==> src/rtl/mem_ctrl_pkg.sv <==
// Shared definitions for the MEM-stage memory access controller.
// State encodings and default timing limits used by the controller and its wait counter.
package mem_ctrl_pkg;

   typedef enum logic [1:0] {
      IDLE = 2'd0,
      REQ  = 2'd1,
      DONE = 2'd2
   } mem_state_t;

   localparam int         TIMEOUT_CYCLES_DEF = 16;
   localparam int         CNT_W_DEF          = 5;
   localparam logic [3:0] BE_WORD            = 4'hF;

endpackage

==> src/rtl/mem_wait_counter.sv <==
// Up-counter that tracks cycles spent waiting for mem_ack.
// The terminal count flags the last cycle before the access is abandoned.
module mem_wait_counter #(
   parameter int CNT_W          = 5,
   parameter int TIMEOUT_CYCLES = 16
) (
   input  logic clk,
   input  logic Reset,
   input  logic clear,
   input  logic enable,
   output logic tc
);

   localparam logic [CNT_W-1:0] TC_VAL = CNT_W'(TIMEOUT_CYCLES - 1);

   logic [CNT_W-1:0] count;

   always_ff @(negedge clk) begin
      if (Reset || clear) begin
         count <= '0;
      end else if (enable) begin
         count <= count + CNT_W'(1);
      end
   end

   assign tc = (count == TC_VAL);

endmodule

==> src/rtl/mem_access_ctrl.sv <==
// MEM-stage data memory sequencer: issues one request per load/store, stalls the
// pipeline until ack or timeout, and captures load data for MEM/WB.
//
// state | meaning
// IDLE  | no access outstanding; a valid memory op launches a request
// REQ   | mem_req high, waiting for mem_ack or the wait limit
// DONE  | access finished; pipeline advances for one cycle, no new request
module mem_access_ctrl
   import mem_ctrl_pkg::*;
#(
   parameter int TIMEOUT_CYCLES = TIMEOUT_CYCLES_DEF,
   parameter int CNT_W          = CNT_W_DEF
) (
   input  logic        clk,
   input  logic        Reset,
   input  logic        MemRead_in,
   input  logic        MemWrite_in,
   input  logic        Overflow_in,
   input  logic [31:0] Addr_in,
   input  logic [31:0] WrData_in,
   input  logic [3:0]  ByteEn_in,
   output logic        mem_req,
   output logic        mem_we,
   output logic [31:0] mem_addr,
   output logic [31:0] mem_wdata,
   output logic [3:0]  mem_be,
   input  logic        mem_ack,
   input  logic [31:0] mem_rdata,
   output logic        Stall,
   output logic        MemWb_bubble,
   output logic [31:0] Data_out,
   output logic        Timeout_err
);

   mem_state_t state_q;
   mem_state_t state_d;
   logic       mem_op;
   logic       stall_c;
   logic       cnt_clear;
   logic       cnt_en;
   logic       cnt_tc;

   // A store with no enabled lanes is a no-op, and overflowed instructions never touch memory.
   assign mem_op = (MemRead_in | (MemWrite_in & (|ByteEn_in))) & ~Overflow_in;

   assign cnt_clear = (state_q != REQ) | mem_ack | cnt_tc;
   assign cnt_en    = (state_q == REQ) & ~mem_ack & ~cnt_tc;

   mem_wait_counter #(
      .CNT_W          (CNT_W),
      .TIMEOUT_CYCLES (TIMEOUT_CYCLES)
   ) u_wait_counter (
      .clk    (clk),
      .Reset  (Reset),
      .clear  (cnt_clear),
      .enable (cnt_en),
      .tc     (cnt_tc)
   );

   always_ff @(negedge clk) begin
      if (Reset) begin
         state_q <= IDLE;
      end else begin
         state_q <= state_d;
      end
   end

   always_comb begin
      state_d = state_q;
      stall_c = 1'b0;
      case (state_q)
         IDLE: begin
            if (mem_op) begin
               state_d = REQ;
               stall_c = 1'b1;
            end
         end
         REQ: begin
            stall_c = 1'b1;
            if (mem_ack || cnt_tc) begin
               state_d = DONE;
            end
         end
         DONE:    state_d = IDLE;
         default: state_d = IDLE;
      endcase
   end

   // Reset overrides a stall so the pipeline registers see a clean reset cycle.
   assign Stall        = stall_c & ~Reset;
   assign MemWb_bubble = Stall;

   always_ff @(negedge clk) begin
      if (Reset) begin
         mem_req     <= 1'b0;
         mem_we      <= 1'b0;
         mem_addr    <= '0;
         mem_wdata   <= '0;
         mem_be      <= '0;
         Data_out    <= '0;
         Timeout_err <= 1'b0;
      end else if (state_q == IDLE) begin
         if (mem_op) begin
            mem_req   <= 1'b1;
            mem_we    <= ~MemRead_in;
            mem_addr  <= Addr_in & 32'hFFFF_FFFC;
            mem_wdata <= WrData_in;
            mem_be    <= MemRead_in ? BE_WORD : ByteEn_in;
         end
      end else if (state_q == REQ) begin
         if (mem_ack) begin
            mem_req <= 1'b0;
            if (!mem_we) begin
               Data_out <= mem_rdata;
            end
         end else if (cnt_tc) begin
            mem_req     <= 1'b0;
            Data_out    <= '0;
            Timeout_err <= 1'b1;
         end
      end
   end

endmodule

==> config.mk <==
export PLATFORM = sky130hd
export DESIGN_NAME = mem_access_ctrl
export DESIGN_NICKNAME = d
export VERILOG_FILES = /design/src/rtl/mem_ctrl_pkg.sv /design/src/rtl/mem_wait_counter.sv /design/src/rtl/mem_access_ctrl.sv
export SDC_FILE = /design/constraint.sdc
export NUM_CORES = 1
export LEC_CHECK = 0
export BUFFER_PORTS_ARGS = -buffer_cell sky130_fd_sc_hd__clkbuf_2
export CAP_MARGIN = 25
export CORE_UTILIZATION = 25
export DETAILED_ROUTE_END_ITERATION = 16
export GPL_ROUTABILITY_DRIVEN = 1
export HOLD_SLACK_MARGIN = 0.15
export SLEW_MARGIN = 30
export SYNTH_ARGS = -nofsm -noshare
export SYNTH_HDL_FRONTEND = slang
export SYNTH_SLANG_ARGS = --single-unit
export TNS_END_PERCENT = 5
==> constraint.sdc <==
create_clock -name clk -period 1.7 [get_ports clk]
set_input_delay 0.085 -clock clk [delete_from_list [all_inputs] [get_ports clk]]
set_output_delay 0.085 -clock clk [all_outputs]
set_load 0.01 [all_outputs]
==> results.py <==
metrics = {
    "outcome": {
        "status": "finished, violations left",
        "violations": "setup timing",
    },
    "synthesis": {
        "netlist_top_cells_count": "157 x nand2_1, 108 x dfxtp_1, 98 x a21oi_1",
        "avgSynthCellArea_um2": 8.13,
        "async_flop_share_pct": 0,
        "yosysTopAreaCell": "dfxtp_1",
        "synth-edff-count": 0,
        "ys_top_cells_by_area": "dfxtp_1 54%, nand2_1 15%, a21oi_1 12%",
        "yosysMostFrequentCell": "nand2_1",
        "yosysWarnings": 0,
        "synth_top_area_share_pct": 54.4,
        "syn_inst": 489,
        "yosysSeqAreaShare_pct": 54.4,
        "syn-cell-area_um2": 3980,
        "ys.flop_type": "dfxtp_1",
        "synth-seq-cells": 108,
        "yosysUniqueCellTypes": 31,
    },
    "min_path": {
        "hp-class": "reg2reg",
        "holdPathStages": 2,
        "min_to": "Data_out[13]",
        "holdCritStartpoint": "Data_out[13]",
    },
    "grt": {
        "grt_max_degree": 37,
        "track_usage_pct": 14.5,
        "grt_overflow": 0,
        "antenna_found_initial": 0,
        "grt_pass1_wl_um": 18800,
        "grt_pass1_vias": 4376,
    },
    "clocking": {
        "cts_buffers": 9,
        "htree_levels": 3,
        "clockBufferDepth": 2,
        "clock_sinks": 108,
        "cts_tree": "built",
        "worstSkewPairLatency_ns": 0.42,
        "clkTransAtPathRegs_ns": 0.04,
        "cts_hold_buf": 0,
        "root_buffer": "clkbuf_16",
    },
    "critical_path": {
        "path_class": "reg2out",
        "crit_required_ns": 1.62,
        "cp.depth": 3,
        "r2r-end": "Data_out[0]",
        "start_kind": "flop",
        "crit_path_top_delay_cell": "dfxtp_2",
        "crit_path_end_kind": "output pin",
        "rr_worst_depth": 9,
        "arrival_ns": 1.98,
        "rrSetupSlack_ns": -0.07,
        "r2r-start": "u_wait_counter.count[0]",
        "critPathMaxStageDelay_ns": 0.31,
        "path_buf_inv": 1,
        "crit_chain": "nor2_2 -> o21a_1 -> buf_2",
        "worstPathMaxFanout": 2,
        "critPathTopFamily": "flip-flops",
    },
    "sta": {
        "drv_slew": 0,
        "hold_viol": 0,
        "setup_violations": 192,
        "clock_skew_ns": 0.0228,
        "rsz0062_at_grt": "true",
        "fin_ws_ns": -0.362,
        "fin_hold_ws_ns": 0.454,
    },
    "route": {
        "drt_iter0_drc": 120,
        "postRouteAntennaNets": 0,
        "finalWirelength_um": 13400,
        "vias": 4596,
        "detailedRoute.firstPassIterationCount": 4,
        "via_per_inst": 4.40,
        "drc_errors": 0,
        "wl_per_cell_um": 12.8,
    },
    "finish": {
        "multi_input_area_um2": 1850,
        "final_nets": 936,
        "num_antenna_cells": 0,
        "syn2layout_area_growth_pct": 88.9,
        "drive_gt1_share_pct": 53.8,
        "seqCellArea_um2": 2290,
        "fillers": 1500,
    },
    "placement": {
        "portBuffers": 206,
        "gp_congestion": 0.718,
        "place_hpwl_um": 8180,
    },
    "run": {
        "drv_cap": 0,
    },
    "floorplanning": {
        "die_w_um": 128,
        "rows": 45,
        "die_area_um2": 16400,
        "die_h_um": 128,
        "core_um2": 15400,
        "pin_count": 211,
        "start_util_pct": 25.9,
    },
    "power": {
        "power.density_nw_per_um2": 943,
        "leakagePower_nw": 3.55,
        "p_total_mw": 7.08,
        "peakVddDrop_mv": 0.629,
    },
}
## final cells by class
cell class,count,share of cell area (%)
inverter,3,0.150
tap,211,3.52
timing repair buffer,259,31.8
clock buffer,9,3.00
clock inverter,115,6.41
multi-input combinational,339,24.6
sequential,108,30.6
## worst min-delay path: cells and delay by family, from the launching register on
kind / cells / cell delay, ns
DFF: 1 / 0.31
and+or+nand+nor: 1 / 0.05
AOI/OAI and AO/OA: 1 / 0.05
## logic make-up after synthesis
group	synth area share, %
buffers and inverters	6.20
AND/OR/NAND/NOR	24.1
adder cells (fa/ha/maj)	0.629
other	0.0943
flip-flops	54.4
AO/OA/AOI/OAI	14.1
XOR/XNOR	0.441
## registers in the layout (all words and copies together), names as in the netlist
signal	count
mem_we	1
Timeout_err	1
mem_be	4
mem_req	1
mem_wdata	32
u_wait_counter.count	5
state_q	2
mem_addr	30
Data_out	32
## placed cells by master (no fill, tap or decap), types with 2 or more instances in the layout
master,instances
a21oi_1,54
a21oi_2,44
buf_12,10
buf_2,2
buf_4,32
buf_6,91
buf_8,13
clkbuf_16,17
clkbuf_2,103
clkinvlp_2,3
conb_1,2
dfxtp_1,4
dfxtp_2,103
ha_2,2
inv_1,111
inv_8,2
nand2_1,146
nand2_2,4
nand2_4,7
nand3_1,34
nor2_1,14
nor2b_2,2
nor3_1,5
nor4_1,8
o21a_1,2
## repair_timing
item / in CTS / in global routing
setup endpoints to repair: 198 / 204
gates resized for setup: 126 / 258
pin swaps: 4 / 22
buffers inserted: 6 / 5
gates cloned: 0 / 8
## metrics by stage
step / util [%] / area, µm² / instances / setup slack (ns) / setup TNS, ns
after CTS: 41.9 / 6450 / 1031 / -0.405 / -17.34
after global routing: 48.9 / 7510 / 1044 / -0.443 / -23.78
after detailed placement: 35.2 / 5410 / 902 / -0.545 / -42.87
after floorplan: - / 4000 / 490 / -0.460 / -39.45
after global placement: 35.2 / 5410 / 902 / -0.497 / -41.37
final: 48.9 / 7510 / 1044 / -0.362 / -15.96
## report_power, final
group | internal [mW] | switching [mW]
clock network | 1.49 | 1.64
registers | 2.70 | 0.0907
logic | 0.631 | 0.530
## how the worst max path moves through the flow
stage                               end  slack [ns]   startpoint
after floorplan           mem_wdata[13]       -0.46  Overflow_in
after global placement    mem_wdata[14]       -0.50  Overflow_in
after detailed placement   mem_wdata[6]       -0.55  Overflow_in
after CTS                         Stall       -0.40   state_q[1]
after global routing       MemWb_bubble       -0.44   state_q[1]
final                             Stall       -0.36   state_q[1]
## layer usage
layer / track usage (%) / routed length (µm)
met4: 9.27 / 225
met1: 14.6 / 5580
met2: 24.5 / 6820
met3: 6.55 / 792
met5: 0 / 0
No activity file was read; power rests on OpenSTA's default activity.
